## config.mk

```make
export PLATFORM = sky130hd
export DESIGN_NAME = bcd_serial_addsub
export DESIGN_NICKNAME = d
export VERILOG_FILES = /design/src/rtl/bcd_pkg.sv /design/src/rtl/bcd_digit_addsub.sv /design/src/rtl/bcd_serial_addsub.sv
export SDC_FILE = /design/constraint.sdc
export NUM_CORES = 1
export LEC_CHECK = 0
export ABC_CLOCK_PERIOD_IN_PS = 5300
export CAP_MARGIN = 10
export CORE_UTILIZATION = 40
export CTS_CLUSTER_SIZE = 16
export DETAILED_ROUTE_END_ITERATION = 7
export HOLD_SLACK_MARGIN = 0.03
export SETUP_SLACK_MARGIN = 0.2
export SKIP_CTS_REPAIR_TIMING = 1
export SYNTH_ARGS = -nofsm -noshare
export SYNTH_HDL_FRONTEND = slang
export SYNTH_HIERARCHICAL = 1
export SYNTH_SLANG_ARGS = --single-unit
```

## constraint.sdc

```tcl
create_clock -name clk -period 5.3 [get_ports clk]
set_input_delay 1.325 -clock clk [delete_from_list [all_inputs] [get_ports clk]]
set_output_delay 1.325 -clock clk [all_outputs]
set_load 0.02 [all_outputs]
```

## src/rtl/bcd_pkg.sv

```systemverilog
// Shared constants, FSM encoding and helpers for the serial BCD add/subtract unit.
package bcd_pkg;

  localparam int         DIGIT_W  = 4;
  localparam logic [3:0] BCD_MAX  = 4'd9;
  localparam logic [3:0] BCD_CORR = 4'd6;

  // FSM encoding, kept as plain constants so legacy code can share it.
  localparam logic [1:0] IDLE = 2'd0;
  localparam logic [1:0] RUN  = 2'd1;
  localparam logic [1:0] DONE = 2'd2;

  // Nines complement of one BCD digit; meaningless for digits above 9,
  // which are flagged separately and never reach the outputs.
  function automatic logic [3:0] nines_comp(input logic [3:0] d);
    return BCD_MAX - d;
  endfunction

endpackage

```

## src/rtl/bcd_digit_addsub.sv

```systemverilog
// Combinational single-digit BCD add/subtract cell with decimal correction.
import bcd_pkg::*;

module bcd_digit_addsub (
  input  logic [3:0] xd,
  input  logic [3:0] yd,
  input  logic       cin,
  input  logic       sub,
  output logic [3:0] digit,
  output logic       cout,
  output logic       invalid
);

  logic [3:0] yd_eff;
  logic [4:0] sum;
  logic [4:0] corr;

  // Binary sum of the digits, then +6 correction whenever it leaves 0..9.
  always_comb begin
    // NOTE: every output of a combinational block gets a value on every path,
    // otherwise synthesis infers a latch to hold the old one.
    yd_eff  = sub ? nines_comp(yd) : yd;
    sum     = {1'b0, xd} + {1'b0, yd_eff} + {4'b0000, cin};
    corr    = sum + {1'b0, BCD_CORR};
    digit   = sum[3:0];
    cout    = 1'b0;
    if (sum > {1'b0, BCD_MAX}) begin
      digit = corr[3:0];
      cout  = 1'b1;
    end
    invalid = (xd > BCD_MAX) || (yd > BCD_MAX);
  end

endmodule

```

## src/rtl/bcd_serial_addsub.sv

```systemverilog
// Digit-serial N-digit BCD adder/subtractor, LSD first, start/ready/done handshake.
import bcd_pkg::*;

module bcd_serial_addsub #(
  parameter int NDIGITS = 4
) (
  input  logic                   clk,
  input  logic                   reset_n,
  input  logic                   start,
  input  logic                   mode_sub,
  input  logic                   c_in,
  input  logic [4*NDIGITS-1:0]   X,
  input  logic [4*NDIGITS-1:0]   Y,
  output logic                   ready,
  output logic                   done,
  output logic [4*NDIGITS-1:0]   result,
  output logic                   c_out,
  output logic                   out_of_range
);

  localparam int W     = DIGIT_W * NDIGITS;
  localparam int CNT_W = $clog2(NDIGITS + 1);
  localparam logic [CNT_W-1:0] LAST = CNT_W'(NDIGITS - 1);

  logic [1:0]       state;
  logic [CNT_W-1:0] cnt;
  logic [W-1:0]     x_sh;
  logic [W-1:0]     y_sh;
  logic [W-1:0]     shadow;
  logic             carry;
  logic             sub_r;
  logic             err;

  logic [3:0]       d_digit;
  logic             d_cout;
  logic             d_invalid;
  logic [W-1:0]     shadow_next;
  logic             err_next;

  // The operand registers shift right, so the current digit is always at [3:0].
  bcd_digit_addsub u_digit (
    .xd      (x_sh[DIGIT_W-1:0]),
    .yd      (y_sh[DIGIT_W-1:0]),
    .cin     (carry),
    .sub     (sub_r),
    .digit   (d_digit),
    .cout    (d_cout),
    .invalid (d_invalid)
  );

  // New digit enters at the top of the shadow; after NDIGITS steps digit 0 sits at [3:0].
  always_comb begin
    shadow_next = (shadow >> DIGIT_W) | (W'(d_digit) << (W - DIGIT_W));
    err_next    = err | d_invalid;
  end

  assign ready = (state == IDLE);
  assign done  = (state == DONE);

  // FSM, digit counter, working registers and completion-time output registers.
  always_ff @(posedge clk or negedge reset_n) begin
    // NOTE: sequential state uses non-blocking assignments so every register
    // samples pre-edge values regardless of statement order.
    if (!reset_n) begin
      state        <= IDLE;
      cnt          <= '0;
      x_sh         <= '0;
      y_sh         <= '0;
      shadow       <= '0;
      carry        <= 1'b0;
      sub_r        <= 1'b0;
      err          <= 1'b0;
      result       <= '0;
      c_out        <= 1'b0;
      out_of_range <= 1'b0;
    end else begin
      case (state)
        IDLE: begin
          if (start) begin
            x_sh   <= X;
            y_sh   <= Y;
            sub_r  <= mode_sub;
            carry  <= mode_sub ? ~c_in : c_in;
            cnt    <= '0;
            shadow <= '0;
            err    <= 1'b0;
            state  <= RUN;
          end
        end
        RUN: begin
          x_sh   <= x_sh >> DIGIT_W;
          y_sh   <= y_sh >> DIGIT_W;
          shadow <= shadow_next;
          carry  <= d_cout;
          err    <= err_next;
          cnt    <= cnt + CNT_W'(1);
          if (cnt == LAST) begin
            state        <= DONE;
            result       <= err_next ? '0 : shadow_next;
            c_out        <= err_next ? 1'b0 : (sub_r ? ~d_cout : d_cout);
            out_of_range <= err_next;
          end
        end
        DONE:    state <= IDLE;
        default: state <= IDLE;
      endcase
    end
  end

endmodule

```

==> qor.txt, run 1 <==
Synth area leaders - dfrtp_1 52%, a22oi_1 4.6%, o21ai_0 4.4%
Seq cells post-synth - 70
Placed Instances - 484
Non-Filler Instances - 500
Synth async-reset ratio - 100%
WS Path Type - primary input to flop
I/O pin total - 57
Share of Yosys cell area claimed by the top area cell type - 51.5%
Fmax - 319 MHz
Routed wire length - 7.68 mm
Fraction of layout cells with a size suffix above 1 - 7.85%
Seq. cell area - 1750 um2
Slowest cell delay on critical path - 840 ps
CP bufs+invs - 2
Fillers - 755
Detailed Route Iter0 Violations - 180
Measured slew at the worst slew-check pin - 1120 ps
Critical path capture point type - flop
ANT nets after route - 0
Setup TNS Final - 0 ps
Top cell type by total area after synthesis - dfrtp_1
Layout Nets - 436
Critical Path AT - 3360 ps
Final Util - 51.2%
Final setup viols - 0
Area of the multi-input gates - 1440 um2
Worst slew margin - 25.5%
Placer Congestion - 0.729
Initial antenna violation count - 0
Primary FF master, synth - dfrtp_1
Fin crit share - 59.2%
First-pass GRT wire length - 12.8 mm
Top-count cell post-synth - dfrtp_1
I/O Buffers - 56
Total Routing Usage GR - 19.0%
WHS - 488 ps
TritonCTS clock tree - yes
Ys Warns - 6
Most frequent cells after synthesis - 70 x dfrtp_1, 37 x nand2_1, 30 x o21ai_0
Routed wire per std cell - 15.4 um
Maximum vdd drop - 0.000278 V
Number of global-route vias before repair - 2452
Via-to-Cell Ratio - 5.27
Htree depth - 3
Core box area - 8220 um2
CP Cell Sequence - clkdlybuf4s50_1 -> buf_4 -> or3b_1 -> mux2_4
Final Max Slew Viols - 0
Hpwl dp - 5.07 mm
Worst-path clk slew - 80 ps
Worst setup SP type - primary input
CTS sink count - 70
Final Hold Viols - 0
Leak - 0.00192 uW
Area delta synth->final - 23.7%
Cell area after synthesis - 3400 um2
M1 GR Usage - 27.7%
Most used routing layer - met1
Area of the die - 8870 um2
Chip height - 94.2 um
Std cell rows - 33
Synth Instances - 342
Die X-Extent - 94.2 um
ANT cells - 0
Syn_area_per_cell - 9.94 um2
Outcome - completed
PwrDens - 637 nW/um2
Layout Skew - 8.73 ps
Max-cap viol count - 0
Largest net degree at the start of global routing - 40
Routed vias - 2633
CTS root buf - clkbuf_8
Worst Path Required - 5530 ps
Unrepaired setup endpoints after global routing - false
Seq/Total Area, Yosys - 51.5%
Crit path max fanout - 33
CP delay by family, top - simple AND/OR/NAND/NOR gates
Clk buf depth - 2
TritonCTS Buffers - 9
Initial core utilization - 41.4%
Worst-skew pair later-pin latency - 340 ps
Total gr overflow - 0
Synthesized Nets - 388
Hold Crit Class - flop to flop
DRC Markers - 0
Crit-path slowest cell - or3b_1
Yosys cell types - 34
First-pass detailed-route iteration total - 4
Global routing usage on met3 - 3.24%
Tmin final - 3140 ps
Post-synth EDFFs - 0
Met2 usage in global routing - 27.5%
==> per-layer routing <==
metal	share of wire, %	wire, um	vias up
met5	0	0	-
met4	2.0	151	0
met3	3.9	296	12
met2	46	3500	61
met1	49	3730	1266
li1	-	-	1294
==> cell type report <==
cell class / count / area share [%]
sequential: 70 / 41.7
multi-input combinational: 229 / 34.2
timing repair buffer: 62 / 14.3
clock buffer: 11 / 3.60
tap: 105 / 3.13
inverter: 18 / 1.61
clock inverter: 5 / 1.52
==> cells in the final DEF, fill, tap and decap left out, types with 2 or more instances in the layout <==
cell	n
and3b_1	5
a22o_1	16
a22oi_1	21
xnor2_1	5
o21ai_0	30
ha_1	7
clkdlybuf4s50_1	55
clkbuf_8	11
nand2_1	37
or2_2	2
nor2b_1	17
and2b_1	6
inv_1	18
o21ai_1	9
inv_6	2
a21oi_1	29
dfrtp_1	70
fa_1	2
nand3_1	22
buf_4	6
nor2_1	5
nand3b_1	2
==> power by group <==
part	switching (uW)	total [uW]	internal [uW]
registers	160	910	751
logic	748	1310	558
clock network	215	463	247
==> registers in the layout, indices dropped and copies added, names as in the netlist <==
name / count
x_sh: 16
cnt: 3
sub_r: 1
y_sh: 16
out_of_range: 1
state: 2
result: 16
shadow: 12
c_out: 1
carry: 1
err: 1
==> final timing paths <==
kind                            depth (start not counted)          to  slack, ps    start
worst max-delay path                                    4       sub_r       2160    start
worst min-delay path                                    2     y_sh[8]        490  y_sh[8]
worst max register to register                         11  shadow[14]       2360    sub_r
worst min register to register                          2     y_sh[8]        490  y_sh[8]
max in group asynchronous                               2     y_sh[7]       3250  reset_n
min in group asynchronous                               1   result[2]       1080  reset_n
==> through the flow <==
step	power [uW]	instance area, um2	setup slack [ps]
floorplan	1850	3400	2700
global placement	2190	3990	1810
detailed placement	2240	3990	1790
CTS	2700	4200	2160
global route	2920	4200	2040
finish	2680	4200	2160
==> worst reg2reg max path, delay by kind of cell (launching register included) <==
family / cells / cell delay, ps
xor+xnor: 2 / 430
mux: 1 / 290
compound gates: 2 / 580
flops: 1 / 460
buf+inv: 1 / 60
simple gates: 2 / 200
fa+ha+maj: 3 / 880
==> logic make-up (layout without fill, tap and decap cells) <==
group,Yosys count,in the layout,synth area share [%]
multiplexers,2,2,0.736
buffers and inverters,43,96,6.26
adder cells (fa/ha/maj),9,9,3.75
XOR/XNOR,6,6,1.55
AO/OA/AOI/OAI,112,112,20.6
AND/OR/NAND/NOR,100,100,15.5
flip-flops,70,70,51.5
Power figures use the tool's default switching activity.
==> run 2, diff against run 1 <==
--- a/config.mk
+++ b/config.mk
@@ -5,12 +5,13 @@
 export SDC_FILE = /design/constraint.sdc
 export NUM_CORES = 1
 export LEC_CHECK = 0
-export ABC_CLOCK_PERIOD_IN_PS = 5300
+export ABC_CLOCK_PERIOD_IN_PS = 2560
 export CAP_MARGIN = 10
 export CORE_UTILIZATION = 40
 export CTS_CLUSTER_SIZE = 16
 export DETAILED_ROUTE_END_ITERATION = 7
 export HOLD_SLACK_MARGIN = 0.03
+export PLACE_DENSITY = 0.65
 export SETUP_SLACK_MARGIN = 0.2
 export SKIP_CTS_REPAIR_TIMING = 1
 export SYNTH_ARGS = -nofsm -noshare
==> constraint.sdc (replaced) <==
create_clock -name clk -period 2.56 [get_ports clk]
set_input_delay 0.64 -clock clk [delete_from_list [all_inputs] [get_ports clk]]
set_output_delay 0.64 -clock clk [all_outputs]
set_load 0.02 [all_outputs]
==> run 2 against run 1 <==
  * The flow now finishes with violations (setup timing)
  * Worst hold slack got worse by 190 ps
  * Utilization increased by 2.5 points
  * Clock power increased by 93%
  * Register-to-register slack got worse by 2400 ps
  * Count of clock-buffer cells in the layout decreased by 2
  * Cell count increased by 2.8%
  * Wire length increased by 2.6%
  * Combinational power increased to 2.7 times the previous value
  * Via count increased by 2.5%
  * Non-clock buffer count increased by 14
  * Clock skew increased by 2.5 ps
  * Sequential power increased by 110%
  * Critical endpoint is now result[14]
  * Largest power group unchanged
  * Highest routed layer unchanged
==> qor.txt, run 2 (synthesis gave the netlist of run 1 again) <==
Combinational group share of total power - 56.0% (was 48.8%)
Power share of the clock group - 14.2% (was 17.3%)
Routed wire length - 7.88 mm (was 7.68 mm)
I/O pin total - 57 (unchanged)
Unrepaired setup endpoints after global routing - true (was false)
I/O Buffers - 56 (unchanged)
Total Routing Usage GR - 19.6% (was 19.0%)
Worst-skew pair later-pin latency - 360 ps (was 340 ps)
Detailed Route Iter0 Violations - 175 (was 180)
Hpwl dp - 5.12 mm (was 5.07 mm)
Psw - 2590 uW (was 1120 uW)
Die X-Extent - 94.2 um (unchanged)
ANT cells - 0 (unchanged)
Top Registers - result: 16 flops, x_sh: 16 flops, y_sh: 16 flops (unchanged)
ANT nets after route - 0 (unchanged)
Measured slew at the worst slew-check pin - 670 ps (was 1120 ps)
WHS - 294 ps (was 488 ps)
Std cell rows - 33 (unchanged)
Routed vias - 2699 (was 2633)
Fraction of layout cells with a size suffix above 1 - 15.2% (was 7.85%)
Share of power burned in registers - 29.8% (was 34.0%)
Tmin final - 2650 ps
Total gr overflow - 0 (unchanged)
Critical path capture point type - flop (unchanged)
Area of the die - 8870 um2 (unchanged)
Hold Crit Class - primary input to async pin (was flop to flop)
Max-cap viol count - 0 (unchanged)
CTS sink count - 70 (unchanged)
PwrDens - 1430 nW/um2 (was 637 nW/um2)
Sw frac - 41.0% (was 41.9%)
Final Hold Viols - 0 (unchanged)
Worst setup SP type - flop (was primary input)
Clk buf depth - 2 (unchanged)
Internal power - 3730 uW (was 1560 uW)
Via-to-Cell Ratio - 5.25 (was 5.27)
Critical Path AT - 2900 ps (was 3360 ps)
Htree depth - 3 (unchanged)
Initial antenna violation count - 0 (unchanged)
Final Util - 53.7% (was 51.2%)
TritonCTS Buffers - 9 (unchanged)
Fmax - 378 MHz
Outcome - complete, but fails checks (was completed)
Initial core utilization - 41.4% (unchanged)
Placer Congestion - 0.846 (was 0.729)
Failing checks - setup timing
Area delta synth->final - 29.7% (was 23.7%)
Number of global-route vias before repair - 2550 (was 2452)
Final setup viols - 4 (was 0)
Chip height - 94.2 um (unchanged)
Fin crit share - 103%
Most common cell after layout, fill and taps aside - dfrtp_1 (unchanged)
Routed wire per std cell - 15.3 um (was 15.4 um)
Worst slew margin - 55.2% (was 25.5%)
Worst-path clk slew - 80 ps (about the same)
CTS root buf - clkbuf_8 (unchanged)
Maximum vdd drop - 0.000633 V (was 0.000278 V)
Worst Path Required - 2810 ps (was 5530 ps)
DRC Markers - 0 (unchanged)
TritonCTS clock tree - yes (unchanged)
Layout Nets - 450 (was 436)
Pwr Total - 6310 uW (was 2680 uW)
First-pass detailed-route iteration total - 4 (unchanged)
Largest net degree at the start of global routing - 71 (was 40)
Setup TNS Final - -209 ps (was 0 ps)
Leak - 0.00201 uW (was 0.00192 uW)
Final Max Slew Viols - 0 (unchanged)
First-pass GRT wire length - 13.1 mm (was 12.8 mm)
Most frequent cells in the layout - 69 x dfrtp_1, 55 x clkdlybuf4s50_1, 37 x nand2_1 (was 70 x dfrtp_1, 55 x clkdlybuf4s50_1, 37 x nand2_1)
Fin worst setup slack - -87.2 ps (was 2160 ps)
WS Path Type - flop to flop (was primary input to flop)
Layout Skew - 11.2 ps (was 8.73 ps)
Core box area - 8220 um2 (unchanged)
Crit path max fanout - 3 (was 33)
==> run 2: power groups by stage <==
stage | clock network, uW | logic [uW] | registers [uW]
floorplan | 0 | 2090 | 1940
global placement | 0 | 2940 | 1890
detailed placement | 0 | 3020 | 1900
CTS | 915 | 3030 | 1880
global route | 961 | 3910 | 1940
finish | 895 | 3540 | 1880
==> run 2: worst paths after layout <==
kind | start | endpoint | slack, ps | depth (start not counted)
worst max-delay path | y_sh[0] | result[14] | -90 | 10
min in group clk | y_sh[8] | y_sh[8] | 480 | 2
worst min-delay path | reset_n | result[2] | 290 | 2
worst max register to register | y_sh[0] | result[14] | -90 | 10
worst min register to register | y_sh[8] | y_sh[8] | 480 | 2
max in group asynchronous | reset_n | sub_r | 1940 | 2
==> run 2: area by class of cell <==
cell class / count / area (um2)
clock buffers: 9 / 124
well taps: 105 / 131
fillers: 709 / 3810
inverters: 18 / 67.6
multi-input cells: 229 / 1540
clock inverters: 7 / 71.3
flip-flops and latches: 70 / 1750
repair buffers: 76 / 718
==> run 2: metrics by stage <==
stage          cells  instance area (um2)  setup WS (ps)
2_1_floorplan    342                 3440          -17.2
3_3_place_gp     494                 4120          -10.9
3_5_place_dp     494                 4120          -41.4
4_1_cts          510                 4320          -54.3
5_1_grt          514                 4410           -161
6_report         514                 4410          -87.2
==> run 2: layer usage <==
| layer | vias to the layer above | routed length [um] | GRT usage (%) |
|---|---|---|---|
| li1 | 1317 | - | - |
| met1 | 1310 | 3690 | 27.7 |
| met2 | 62 | 3730 | 29.3 |
| met3 | 10 | 332 | 3.96 |
| met4 | 0 | 125 | 7.69 |
| met5 | - | 0 | 0 |
==> run 2: worst max-delay path: stages (launching register included) <==
cell     delay (ps)
dfrtp_1         410
xnor2_2         170
fa_2            230
inv_2            40
fa_2            540
inv_2            60
ha_4            150
a31o_4          220
o31a_4          380
mux2i_2         160
a22o_1          190
==> run 3, diff against run 2 <==
--- a/config.mk
+++ b/config.mk
@@ -11,10 +11,9 @@
 export CTS_CLUSTER_SIZE = 16
 export DETAILED_ROUTE_END_ITERATION = 7
 export HOLD_SLACK_MARGIN = 0.03
-export PLACE_DENSITY = 0.65
+export PLACE_DENSITY_LB_ADDON = 0.12
 export SETUP_SLACK_MARGIN = 0.2
 export SKIP_CTS_REPAIR_TIMING = 1
 export SYNTH_ARGS = -nofsm -noshare
 export SYNTH_HDL_FRONTEND = slang
-export SYNTH_HIERARCHICAL = 1
 export SYNTH_SLANG_ARGS = --single-unit
==> run 3 against run 2 <==
  * The run still ends with setup timing left
  * Design area is 4.3% lower
  * Worst hold slack better by 29 ps
  * Register-to-register slack worse by 30 ps
  * Largest power group unchanged
==> qor.txt, run 3 <==
TritonCTS Buffers - 9 (unchanged)
Fin worst setup slack - -117 ps (was -87.2 ps)
Measured slew at the worst slew-check pin - 666 ps (was 670 ps)
I/O pin total - 57 (unchanged)
Worst-skew pair later-pin latency - 340 ps (was 360 ps)
Most frequent cells after synthesis - 93 x nand2_1, 70 x dfrtp_1, 32 x o21ai_0 (was 70 x dfrtp_1, 37 x nand2_1, 30 x o21ai_0)
Initial core utilization - 41.4% (about the same)
Layout Nets - 460 (was 450)
Routed wire per std cell - 13.6 um (was 15.3 um)
Number of global-route vias before repair - 2658 (was 2550)
Area delta synth->final - 31.1% (was 29.7%)
ANT nets after route - 0 (unchanged)
Chip height - 91.7 um (was 94.2 um)
Htree depth - 3 (unchanged)
First-pass detailed-route iteration total - 4 (unchanged)
Total gr overflow - 0 (unchanged)
Hold Crit Class - primary input to async pin (unchanged)
Pwr Total - 6920 uW (was 6310 uW)
Outcome - complete, but fails checks (unchanged)
Top-count cell post-synth - nand2_1 (was dfrtp_1)
Synth area leaders - dfrtp_1 54%, nand2_1 11%, o21ai_0 5.0% (was dfrtp_1 52%, a22oi_1 4.6%, o21ai_0 4.4%)
Top cell type by total area after synthesis - dfrtp_1 (unchanged)
Post-synth EDFFs - 0 (unchanged)
Area of the die - 8410 um2 (was 8870 um2)
Most frequent cells in the layout - 93 x nand2_1, 69 x dfrtp_1, 55 x clkdlybuf4s50_1 (was 69 x dfrtp_1, 55 x clkdlybuf4s50_1, 37 x nand2_1)
Largest net degree at the start of global routing - 35 (was 71)
Fraction of layout cells with a size suffix above 1 - 12.9% (was 15.2%)
Routed wire length - 7.05 mm (was 7.88 mm)
Final Hold Viols - 0 (unchanged)
Non-Filler Instances - 519 (was 514)
Failing checks - setup timing (unchanged)
Syn_area_per_cell - 9.22 um2 (was 9.94 um2)
Worst-path clk slew - 80 ps (about the same)
DP Area - 4020 um2 (was 4120 um2)
Worst Path Required - 2800 ps (was 2810 ps)
Fin crit share - 105% (was 103%)
Placed Instances - 503 (was 494)
Initial antenna violation count - 0 (unchanged)
Synth async-reset ratio - 100% (unchanged)
Yosys cell types - 39 (was 34)
First-pass GRT wire length - 12.6 mm (was 13.1 mm)
Seq/Total Area, Yosys - 54.4% (was 51.5%)
Xor/xnor cell area share of the yosys netlist - 1.09% (was 1.55%)
Maximum vdd drop - 0.000747 V (was 0.000633 V)
Seq cells post-synth - 70 (unchanged)
DRC Markers - 0 (unchanged)
Critical path capture point type - flop (unchanged)
Unrepaired setup endpoints after global routing - true (unchanged)
Ys Warns - 0 (was 6)
Placer Congestion - 0.857 (was 0.846)
Detailed Route Iter0 Violations - 118 (was 175)
Core box area - 7770 um2 (was 8220 um2)
Critical Path AT - 2910 ps (was 2900 ps)
Synthesized Nets - 395 (was 388)
Worst slew margin - 55.6% (was 55.2%)
Tmin final - 2680 ps (was 2650 ps)
Synth Area in Simple Gates - 18.9% (was 15.5%)
Final Max Slew Viols - 0 (unchanged)
Final Util - 54.3% (was 53.7%)
Synth Instances - 349 (was 342)
Via-to-Cell Ratio - 5.13 (was 5.25)
Std cell rows - 32 (was 33)
Layout Skew - 13.8 ps (was 11.2 ps)
CTS sink count - 70 (unchanged)
Max-cap viol count - 0 (unchanged)
Routed vias - 2664 (was 2699)
WS Path Type - flop to flop (unchanged)
Leak - 0.00187 uW (was 0.00201 uW)
Adder-cell share of the synthesized area - 3.96% (was 3.75%)
Largest family of logic cells by synthesized area - simple AND/OR/NAND/NOR gates (was compound AO/OA/AOI/OAI gates)
Post-synthesis mux area share - 0.622% (was 0.736%)
Compound-gate portion of the synthesized area - 17.3% (was 20.6%)
CTS root buf - clkbuf_8 (unchanged)
Cell area after synthesis - 3220 um2 (was 3400 um2)
PwrDens - 1640 nW/um2 (was 1430 nW/um2)
Die X-Extent - 91.7 um (was 94.2 um)
Final Instance Area - 4220 um2 (was 4410 um2)
I/O Buffers - 56 (unchanged)
Share of Yosys cell area claimed by the top area cell type - 54.4% (was 51.5%)
Most common cell after layout, fill and taps aside - nand2_1 (was dfrtp_1)
Fmax - 374 MHz (was 378 MHz)
Primary FF master, synth - dfrtp_1 (unchanged)
TritonCTS clock tree - yes (unchanged)
Crit path max fanout - 4 (was 3)
Worst setup SP type - flop (unchanged)
Top Registers - result: 16 flops, x_sh: 16 flops, y_sh: 16 flops (unchanged)
Final setup viols - 5 (was 4)
Total Routing Usage GR - 19.1% (was 19.6%)
Clk buf depth - 2 (unchanged)
Hpwl dp - 5.07 mm (was 5.12 mm)
ANT cells - 0 (unchanged)
## run 3: changes by cell type in the layout (fill, tap and decap cells not counted), sizes merged, moves of 16 or more
cell | before | now
a21oi | 29 | 8
a22oi | 21 | 0
a31oi | 0 | 22
nand2 | 37 | 93
nand3 | 22 | 6
nor2 | 5 | 30
## run 3: metrics by stage
| step | TNS (ps) | setup slack [ps] | hold WS [ps] |
|---|---|---|---|
| 5_1_grt | -1000 | -234 | 381 |
| 3_3_place_gp | -67.0 | -46.4 | 474 |
| 3_5_place_dp | -418 | -135 | 474 |
| 2_1_floorplan | -144 | -84.9 | 344 |
| 6_report | -260 | -117 | 323 |
| 4_1_cts | -500 | -166 | 348 |
## run 3: final timing paths
kind / to / depth (start not counted) / slack (ps) / start
max: shadow[13] / 10 / -120 / sub_r
min: result[0] / 1 / 320 / reset_n
max reg2reg: shadow[13] / 10 / -120 / sub_r
min reg2reg: result[12] / 2 / 480 / result[12]
max in group asynchronous: x_sh[12] / 2 / 1510 / reset_n
min in group clk: result[12] / 2 / 480 / result[12]
## run 3: where the power goes
group	switching [uW]	internal, uW	leakage, uW	total, uW
sequential	287	1600	0.000886	1880
clock	403	339	0.0000780	743
combinational	2250	2040	0.000906	4290
total	2940	3980	0.00187	6920
## run 3: critical path, cell delays in order, from the launching register on
cell	delay, ps
dfrtp_2	420
xnor2_2	180
fa_2	240
inv_2	40
fa_2	540
inv_2	50
ha_4	150
and2_4	130
or3b_4	400
o21a_1	210
o31ai_1	220
## run 3: area by class of cell
class | instances | area, um2
clock buffer | 10 | 128
clock inverter | 4 | 26.3
fill | 712 | 3550
inverter | 9 | 33.8
multi-input combinational | 248 | 1420
sequential | 70 | 1750
tap | 102 | 128
timing repair buffer | 76 | 734
## run 3: layer usage
layer	global-route usage (%)	wire, um
met1	23.7	3250
met5	0	0
met4	7.03	129
met3	4.98	333
met2	32.1	3340
## run 3: kinds of logic after synthesis
kind of cell    count (synthesis)
compound gates                 87
flops                          70
mux                             2
fa+ha+maj                       9
xor+xnor                        4
simple gates                  146
buf+inv                        31
